### src/rtl/lockstep_mode_ctrl_if.sv
// Core-side memory handshake bundle watched by lockstep_mode_ctrl.
// The master modport drives the cores' req/gnt/rvalid/address traffic.
// The slave modport is the read-only view used by the mode controller.
interface lockstep_mode_ctrl_if #(
    parameter int N_CORES = 8,
    parameter int ADDR_W  = 32
);

    logic [N_CORES-1:0]        req_i;
    logic [N_CORES-1:0]        gnt_i;
    logic [N_CORES-1:0]        rvalid_i;
    logic [N_CORES*ADDR_W-1:0] addr_i;

    modport master (
        output req_i,
        output gnt_i,
        output rvalid_i,
        output addr_i
    );

    modport slave (
        input  req_i,
        input  gnt_i,
        input  rvalid_i,
        input  addr_i
    );

endinterface

### src/rtl/lockstep_mode_ctrl.sv
// lockstep_mode_ctrl: sequences entry into and exit from core lockstep mode.
// New requests are halted, per-core outstanding transactions are drained,
// and the registered lockstep mode flips only once every core is idle.
// In lockstep mode it also produces the same-address broadcast qualifier.
//
// Optional feature macro: LOCKSTEP_TIMEOUT_EN
//   When defined, a drain that does not finish within TIMEOUT cycles is
//   aborted back to the previous mode and err_o[1] is raised.
//   When undefined, drains wait indefinitely and err_o[1] is always 0.
module lockstep_mode_ctrl #(
    parameter int N_CORES = 8,
    parameter int ADDR_W  = 32,
    parameter int OUTST_W = 2,
    parameter int TIMEOUT = 256
) (
    input  logic                 clk_i,
    input  logic                 rst_ni,
    input  logic                 enter_req_i,
    input  logic                 exit_req_i,
    input  logic                 err_clr_i,
    lockstep_mode_ctrl_if.slave  bus,
    output logic [N_CORES-1:0]   halt_o,
    output logic                 lockstep_mode_o,
    output logic                 same_address_o,
    output logic                 done_o,
    output logic [1:0]           state_o,
    output logic [1:0]           err_o
);

    typedef enum logic [1:0] {
        NORMAL    = 2'd0,
        DRAIN_IN  = 2'd1,
        LOCKSTEP  = 2'd2,
        DRAIN_OUT = 2'd3
    } state_e;

    localparam logic [OUTST_W-1:0] CNT_MAX = {OUTST_W{1'b1}};

    state_e               r_state;
    state_e               w_stateNext;

    logic [OUTST_W-1:0]   r_cnt     [N_CORES];
    logic [OUTST_W-1:0]   w_cntNext [N_CORES];
    logic [N_CORES-1:0]   w_grant;
    logic [N_CORES-1:0]   w_cntErr;
    logic [N_CORES-1:0]   w_idle;
    logic                 w_allIdle;

    logic                 w_inDrain;
    logic                 w_timeout;
    logic                 w_abort;

    logic [N_CORES-1:0]   r_halt;
    logic                 r_lockstep;
    logic                 r_done;
    logic [1:0]           r_err;

    logic [N_CORES-1:0]   w_haltNext;
    logic                 w_lockstepNext;
    logic                 w_doneNext;
    logic [1:0]           w_errEvent;

    logic                 w_addrEq;

    assign w_grant   = bus.req_i & bus.gnt_i;
    assign w_inDrain = (r_state == DRAIN_IN) || (r_state == DRAIN_OUT);

    // Per-core outstanding counter update, error detection and idle status.
    // A response retiring the last transaction this cycle already lets the
    // core count as idle, so the mode switch is not delayed by a cycle.
    // A core with req_i still high is never idle, even without a grant yet.
    always_comb begin
        for (int i = 0; i < N_CORES; i++) begin
            w_cntNext[i] = r_cnt[i];
            w_cntErr[i]  = 1'b0;
            case ({w_grant[i], bus.rvalid_i[i]})
                2'b10: begin
                    if (r_cnt[i] == CNT_MAX) begin
                        w_cntErr[i] = 1'b1;
                    end else begin
                        w_cntNext[i] = r_cnt[i] + 1'b1;
                    end
                end
                2'b01: begin
                    if (r_cnt[i] == '0) begin
                        w_cntErr[i] = 1'b1;
                    end else begin
                        w_cntNext[i] = r_cnt[i] - 1'b1;
                    end
                end
                default: begin
                    w_cntNext[i] = r_cnt[i];
                end
            endcase
            w_idle[i] = (w_cntNext[i] == '0) & ~bus.req_i[i];
        end
    end

    assign w_allIdle = &w_idle;

    // Outstanding transaction counters, one per core.
    always_ff @(posedge clk_i or negedge rst_ni) begin
        if (!rst_ni) begin
            for (int i = 0; i < N_CORES; i++) begin
                r_cnt[i] <= '0;
            end
        end else begin
            for (int i = 0; i < N_CORES; i++) begin
                r_cnt[i] <= w_cntNext[i];
            end
        end
    end

`ifdef LOCKSTEP_TIMEOUT_EN
    localparam int TMO_W = $clog2(TIMEOUT + 1);

    logic [TMO_W-1:0] r_tmoCnt;

    // Drain cycle counter: zero outside the drain states, so it starts from
    // zero on every drain entry, and counts each drain cycle up to TIMEOUT.
    always_ff @(posedge clk_i or negedge rst_ni) begin
        if (!rst_ni) begin
            r_tmoCnt <= '0;
        end else if (!w_inDrain) begin
            r_tmoCnt <= '0;
        end else if (r_tmoCnt != TMO_W'(TIMEOUT)) begin
            r_tmoCnt <= r_tmoCnt + 1'b1;
        end
    end

    assign w_timeout = w_inDrain && (r_tmoCnt == TMO_W'(TIMEOUT - 1));
`else
    assign w_timeout = 1'b0;
`endif

    // FSM state register.
    always_ff @(posedge clk_i or negedge rst_ni) begin
        if (!rst_ni) begin
            r_state <= NORMAL;
        end else begin
            r_state <= w_stateNext;
        end
    end

    // FSM next-state logic; completing the drain takes priority over a
    // timeout landing in the same cycle.
    always_comb begin
        w_stateNext = r_state;
        w_abort     = 1'b0;
        case (r_state)
            NORMAL: begin
                if (enter_req_i) begin
                    w_stateNext = DRAIN_IN;
                end
            end
            DRAIN_IN: begin
                if (w_allIdle) begin
                    w_stateNext = LOCKSTEP;
                end else if (w_timeout) begin
                    w_stateNext = NORMAL;
                    w_abort     = 1'b1;
                end
            end
            LOCKSTEP: begin
                if (exit_req_i) begin
                    w_stateNext = DRAIN_OUT;
                end
            end
            DRAIN_OUT: begin
                if (w_allIdle) begin
                    w_stateNext = NORMAL;
                end else if (w_timeout) begin
                    w_stateNext = LOCKSTEP;
                    w_abort     = 1'b1;
                end
            end
            default: begin
                w_stateNext = NORMAL;
            end
        endcase
    end

    // FSM output decode from the next state, so the registered outputs line
    // up with the first cycle of each state. done only marks a completed
    // drain; an aborted drain never reaches these two transitions.
    always_comb begin
        w_haltNext     = '0;
        w_lockstepNext = 1'b0;
        w_doneNext     = 1'b0;
        if ((w_stateNext == DRAIN_IN) || (w_stateNext == DRAIN_OUT)) begin
            w_haltNext = '1;
        end
        if ((w_stateNext == LOCKSTEP) || (w_stateNext == DRAIN_OUT)) begin
            w_lockstepNext = 1'b1;
        end
        if (((r_state == DRAIN_IN)  && (w_stateNext == LOCKSTEP)) ||
            ((r_state == DRAIN_OUT) && (w_stateNext == NORMAL))) begin
            w_doneNext = 1'b1;
        end
    end

    // Registered halt, lockstep mode and done pulse.
    always_ff @(posedge clk_i or negedge rst_ni) begin
        if (!rst_ni) begin
            r_halt     <= '0;
            r_lockstep <= 1'b0;
            r_done     <= 1'b0;
        end else begin
            r_halt     <= w_haltNext;
            r_lockstep <= w_lockstepNext;
            r_done     <= w_doneNext;
        end
    end

    assign w_errEvent = {w_abort, |w_cntErr};

    // Sticky error flags; a fresh event wins over a clear in the same cycle.
    always_ff @(posedge clk_i or negedge rst_ni) begin
        if (!rst_ni) begin
            r_err <= 2'b00;
        end else begin
            r_err <= (err_clr_i ? 2'b00 : r_err) | w_errEvent;
        end
    end

    // Compare every core address against core 0 for the broadcast qualifier.
    always_comb begin
        w_addrEq = 1'b1;
        for (int i = 1; i < N_CORES; i++) begin
            if (bus.addr_i[i*ADDR_W +: ADDR_W] != bus.addr_i[0 +: ADDR_W]) begin
                w_addrEq = 1'b0;
            end
        end
    end

    assign same_address_o  = r_lockstep & (&bus.req_i) & w_addrEq;
    assign halt_o          = r_halt;
    assign lockstep_mode_o = r_lockstep;
    assign done_o          = r_done;
    assign state_o         = r_state;
    assign err_o           = r_err;

endmodule

### src/flat_wrapper.sv
// flat-port wrapper written by rule: the top's interface ports become plain ports
module lockstep_mode_ctrl_flat 
#(
    parameter int N_CORES = 8,
    parameter int ADDR_W  = 32,
    parameter int OUTST_W = 2,
    parameter int TIMEOUT = 256
)
  (clk_i, rst_ni, enter_req_i, exit_req_i, err_clr_i, halt_o, lockstep_mode_o, same_address_o, done_o, state_o, err_o, bus_req_i, bus_gnt_i, bus_rvalid_i, bus_addr_i);
  lockstep_mode_ctrl_if #(.N_CORES(N_CORES), .ADDR_W(ADDR_W)) bus_i ();
  input  logic clk_i;
  input  logic rst_ni;
  input  logic enter_req_i;
  input  logic exit_req_i;
  input  logic err_clr_i;
  output logic [N_CORES-1:0] halt_o;
  output logic lockstep_mode_o;
  output logic same_address_o;
  output logic done_o;
  output logic [1:0] state_o;
  output logic [1:0] err_o;
  input wire logic [$bits(bus_i.req_i)-1:0] bus_req_i;
  input wire logic [$bits(bus_i.gnt_i)-1:0] bus_gnt_i;
  input wire logic [$bits(bus_i.rvalid_i)-1:0] bus_rvalid_i;
  input wire logic [$bits(bus_i.addr_i)-1:0] bus_addr_i;
  assign bus_i.req_i = bus_req_i;
  assign bus_i.gnt_i = bus_gnt_i;
  assign bus_i.rvalid_i = bus_rvalid_i;
  assign bus_i.addr_i = bus_addr_i;
  lockstep_mode_ctrl #(.N_CORES(N_CORES), .ADDR_W(ADDR_W), .OUTST_W(OUTST_W), .TIMEOUT(TIMEOUT)) u_core (.clk_i(clk_i), .rst_ni(rst_ni), .enter_req_i(enter_req_i), .exit_req_i(exit_req_i), .err_clr_i(err_clr_i), .bus(bus_i), .halt_o(halt_o), .lockstep_mode_o(lockstep_mode_o), .same_address_o(same_address_o), .done_o(done_o), .state_o(state_o), .err_o(err_o));
endmodule
### config.mk
export PLATFORM = sky130hd
export DESIGN_NAME = lockstep_mode_ctrl_flat
export DESIGN_NICKNAME = d
export VERILOG_FILES = /design/src/rtl/lockstep_mode_ctrl_if.sv /design/src/rtl/lockstep_mode_ctrl.sv /design/src/flat_wrapper.sv
export SDC_FILE = /design/constraint.sdc
export NUM_CORES = 1
export LEC_CHECK = 0
export ABC_CLOCK_PERIOD_IN_PS = 4900
export CAP_MARGIN = 40
export CORE_MARGIN = 5
export CORE_UTILIZATION = 30
export DETAILED_ROUTE_END_ITERATION = 10
export PLACE_DENSITY_LB_ADDON = 0.25
export REMOVE_ABC_BUFFERS = 1
export SLEW_MARGIN = 20
export SYNTH_ARGS = -nofsm -noshare
export SYNTH_HDL_FRONTEND = slang
export SYNTH_SLANG_ARGS = --single-unit
### constraint.sdc
create_clock -name clk_i -period 4.9 [get_ports clk_i]
set_input_delay 0.49 -clock clk_i [delete_from_list [all_inputs] [get_ports clk_i]]
set_output_delay 0.49 -clock clk_i [all_outputs]
set_load 0.05 [all_outputs]
After elaboration in Yosys (flattened, before gate mapping)
Index checks and enable logic that the tools add are counted.

Add/subtract/negate cells: 16. Equal/unequal tests: 37. Muxes and demuxes: 64. Bitwise logic cells: 20. Reductions and logical operators: 26.

Operators by type and width (number): 32-bit != test (7); 2-bit 2-to-1 mux (21); 2-bit equality test (second input constant) (20); 2-bit zero test (18); 2-bit one-hot mux with 2 select lines (8); 1-bit 2-to-1 mux (25); 2-bit by 1-bit equality test with 1-bit output (second input constant) (10); 2-bit by 1-bit adder with 2-bit output (second input constant) (8); 1-bit one-hot mux with 2 select lines (8); 8-bit AND reduction (2); 2-bit by 1-bit subtractor with 2-bit output (second input constant) (8); 1-bit bitwise AND (10); 8-bit bitwise AND (1); 8-bit 2-to-1 mux (1); 1-bit inverter (8); 2-bit one-hot mux with 4 select lines (1); 8-bit OR reduction (1); 1-bit logical OR (3); 1-bit logical AND (2); 2-bit by 1-bit bitwise OR with 2-bit output (1).

Register bits after elaboration: 30. Input bits: 285. Output and inout port bits: 15. Logic and storage cells: 176.

Logic depth before layout (Yosys ltp)
Depth in word-level cells: 12. Depth in mapped cells: 9. Gate-level depth less buffers: 9.

Worst setup path after synthesis
OpenSTA, ideal clock, no wires.

Path kind: input-to-output. Start: input port bus_addr_i[8]. End: output port same_address_o. Arrival time: 2.773 ns. Required time: 4.410 ns. Path slack: 1.637 ns. Stages: 7. Buffers on the path: 1. Cells stage by stage: clkbuf_1 -> xnor2_1 -> o21ai_0 -> nor4_1 -> nand4_1 -> or4_1 -> nor4_2.

Longest elaborated chain between the ends: 9. Elaborated cells between the ends (all ways): 15. Those cells by class: 7 x eq/ne; 7 x mux; 1 x bitwise.

RTL lines: start, declared (RTL line flat_wrapper.sv:25) `input wire logic [$bits(bus_i.addr_i)-1:0] bus_addr_i;`; 32-bit != test (RTL line lockstep_mode_ctrl.sv:230) `if (bus.addr_i[i*ADDR_W +: ADDR_W] != bus.addr_i[0 +: ADDR_W]) begin`; 1-bit 2-to-1 mux (6 in a row) (RTL line lockstep_mode_ctrl.sv:230); 1-bit 2-to-1 mux * (RTL line lockstep_mode_ctrl.sv:230); 1-bit bitwise AND * (RTL line lockstep_mode_ctrl.sv:236) `assign same_address_o = r_lockstep & (&bus.req_i) & w_addrEq;`; end, declared (RTL line flat_wrapper.sv:18) `output logic same_address_o;`.

Mark *: on every way between the ends. The rest lies on a longest branch, timed or not.

Worst setup path after layout
Start: input port bus_addr_i[17]. End: output port same_address_o.

The elaborated chain is that of the path after synthesis.

==> flow_summary.yaml <==
synthesis:
  netlist_area_sq_um: 3807
  ys_async_sr_fraction_pct: 100.0
  ys_ff_latch: 21
  synth_top_family_by_area: "simple AND/OR/NAND/NOR gates"
  synth_edf_count: 0
  synth_ff_type: "dfrtp_1"
  synth_compound_area_share_pct: 28.56
  synth_mux_area_share_pct: 0.7887
  avgSynthCellArea_sq_um: 6.848
  synthSimpleGateAreaFrac_pct: 30.20
  ys_types: 53
  synth_cells: 556
  yosys.area_share.adder_pct: 5.258
  ys_seq_area_share_pct: 13.80
  ys_warn_count: 0
  synth_xor_area_share_pct: 10.81
critical_path:
  r2r_cells: 6
  critical_path.endpoint: "same_address_o"
  rr_startpoint: "u_core.r_cnt[7]"
  rrSetupSlack_ns: 2.74
  required_ns: 4.41
  slowest_delay_ns: 0.78
  critPathLaunch: "bus_addr_i[17]"
  crit_fanout: 7
  startpoint_type: "input port"
  path_cells: "clkdlybuf4s50_1 > xnor2_1 > nand4_1 > a2111oi_2 > nand4_1 > or4_1 > nor4_2 > buf_4"
  end_kind: "output port"
  crit_top_cell: "nand4_1"
  critPathTopFamily: "simple AND/OR/NAND/NOR gates"
  r2r_end: "u_core.halt_o[6]"
  cp.depth: 8
  crit_slowest_cell: "clkdlybuf4s50_1"
  crit_arrival_ns: 3.27
  critPathBufInv: 2
  crit_type: "input port to output port"
clock_network:
  clk_pin_slew_worst_paths_ns: 0.06
  hold_buffers: 0
  cts_tree: "built"
  clock_path_buffers: 2
  cts_root_buf: "clkbuf_16"
  clock_latency_ns: 0.26
  cts_made_buffers: 3
  clock-sinks: 21
  postCtsSetupRepairBufs: 0
  cts-resized-gates: 0
  htreeDepth: 1
grt:
  globalRouteOverflowTotal: 0
  grt_pass1_vias: 5619
  grt_pass1_wl_mm: 32.91
  grt_antenna_before_repair: 4
  grt_max_degree: 17
  grt_use_total_pct: 29.13
die:
  start_util_pct: 30.42
  core-area_sq_um: 12520
  rows: 41
  die_w_microns: 122.7
  io_pins: 300
  fp.dieH_microns: 122.7
  fp.dieArea_sq_um: 15040
layout:
  postLayoutCoreUtil_pct: 55.52
  design_area_sq_um: 6949
  multi_input_area_sq_um: 2883
  syn_to_final_growth_pct: 82.52
  post_route_cells_drive_above_1_share_pct: 1.923
  finish.net_count: 1134
  area.sequential_sq_um: 525.5
  fillers: 1222
timing:
  fin_crit_sh_pct: 76.77
  tightest_slew_ns: 0.7588
  fin_tns_setup_ns: 0
  hold_ws_ns: 0.4935
  clock_skew_ns: 0.004223
  slew_headroom_pct: 48.10
  maxSlewViolCount: 0
  fmax_mhz: 265.8
  rsz0062_at_grt: "no"
  fin_crit_ns: 3.762
  setup_violations: 0
  finalHoldViolations: 0
route:
  firstDrtPassIters: 5
  post_drt_wl_per_cell_microns: 23.12
  drtIter0Drc: 399
  drc_errors: 0
  antenna_left: 0
  vias: 5603
  wl_mm: 23.28
  vias_per_cell: 5.564
pwr:
  leakagePower_nw: 2.705
  p_per_area_nw_per_um2: 141.7
  max-vdd-ir-drop_mv: 0.1194
  power_mw: 0.9850
placed_design:
  hpwl_mm: 20.59
  io_buffers: 298
  routabilityCongestion: 0.9145
  dpl_cell_area_sq_um: 6859
min_path:
  hold_path_class: "flop to flop"
outcome:
  outcome: "complete, no violations"
job:
  max_cap_viol_count: 0
[worst min-delay path by stage]
stage	slack, ns	start	cells after the start	endpoint
2_1_floorplan	0.19	rst_ni	0	u_core.done_o
3_3_place_gp	0.48	u_core.err_o[0]	2	u_core.err_o[0]
3_5_place_dp	0.48	u_core.err_o[0]	2	u_core.err_o[0]
4_1_cts	0.50	rst_ni	1	u_core.r_cnt[1]
5_1_grt	0.51	rst_ni	1	u_core.r_cnt[6]
6_report	0.49	u_core.err_o[0]	2	u_core.err_o[0]
[Yosys cell counts (5+ instances only)]
library cell,number,area share [%]
nor2b_1,11,1.8
inv_2,5,0.49
and3_1,16,2.6
nand4_1,19,3.1
o22ai_1,24,3.9
o2bb2ai_1,8,1.8
nand3_1,22,2.9
buf_4,9,1.8
o21ai_0,35,4.6
nand2_1,42,4.1
ha_1,16,5.3
a22oi_1,15,3.0
a22o_1,5,1.2
nor4_1,17,2.8
xnor2_1,23,5.3
or4_1,9,1.8
o31ai_1,7,1.4
or3_1,8,1.3
a21oi_1,30,3.9
nor3_1,26,3.4
a2111oi_0,10,2.3
buf_2,7,0.92
a31oi_1,6,0.99
dfrtp_1,21,14
xor2_1,24,5.5
o2111ai_1,9,2.1
clkbuf_1,10,0.99
nor2_1,24,2.4
inv_1,58,5.7
[flip-flops by register name (all words and copies together), names as in the netlist]
name                    cells
u_core.err_o                1
u_core.halt_o               1
u_core.r_cnt               16
u_core.state_o              1
u_core.done_o               1
u_core.lockstep_mode_o      1
[power by group]
part / total [mW] / internal [mW] / switching (mW)
logic: 0.603 / 0.321 / 0.282
clock network: 0.179 / 0.111 / 0.0684
registers: 0.203 / 0.187 / 0.0165
[area by class of cell]
cell class | instances | share of cell area, %
inverter | 63 | 3.403
timing repair buffer | 300 | 43.16
antenna | 3 | 0.1080
sequential | 21 | 7.562
multi-input combinational | 444 | 41.48
clock buffer | 3 | 1.080
clock inverter | 1 | 0.1080
tap | 172 | 3.097
[tightest hold or removal path: stages (launching register included)]
cell     delay [ns]
dfrtp_1        0.35
a21oi_1        0.06
nand2_1        0.05
[layer usage]
layer	track usage, %	vias up	share of wire (%)
met5	0	-	0.060
met4	11.83	2	4.0
met3	7.143	55	9.9
met2	50.09	342	49
met1	34.72	2585	37
li1	-	2619	-
[kinds of logic (layout without fill, tap and decap cells)]
group / Yosys count / after routing
DFF: 21 / 21
xor gates and xnor gates: 47 / 47
AOI/OAI and AO/OA: 164 / 164
buffers and inverters: 91 / 367
other: 1 / 4
and+or+nand+nor: 213 / 213
adders and majority gates: 16 / 16
muxes: 3 / 3
[per-stage QoR]
step | setup slack, ns | std cells
2_1_floorplan | 1.417 | 528
3_3_place_gp | 0.9541 | 998
3_5_place_dp | 1.131 | 1000
4_1_cts | 1.124 | 1004
5_1_grt | 0.9721 | 1007
6_report | 1.138 | 1007
[cell usage in the layout, fill, tap and decap left out, types with 4 or more instances in the layout]
cell and n:
nor2b_1 11, a21oi_1 30, o22ai_1 24, nand2b_1 4
o31ai_1 7, xor2_1 24, o2111ai_1 9, a22o_1 5
nor3_1 26, clkdlybuf4s50_1 297, nor4_1 17, a31oi_1 6
a221oi_1 4, or4_1 9, xnor2_1 23, nand3_1 22
a2111oi_0 10, dfrtp_1 21, nor2_1 24, o21ai_0 35
ha_1 16, inv_1 58, or3_1 8, and3_1 16
o2bb2ai_1 8, inv_2 5, a22oi_1 15, nand2_1 42
nand4_1 19
Note: power is estimated with default switching activity, not from simulation.
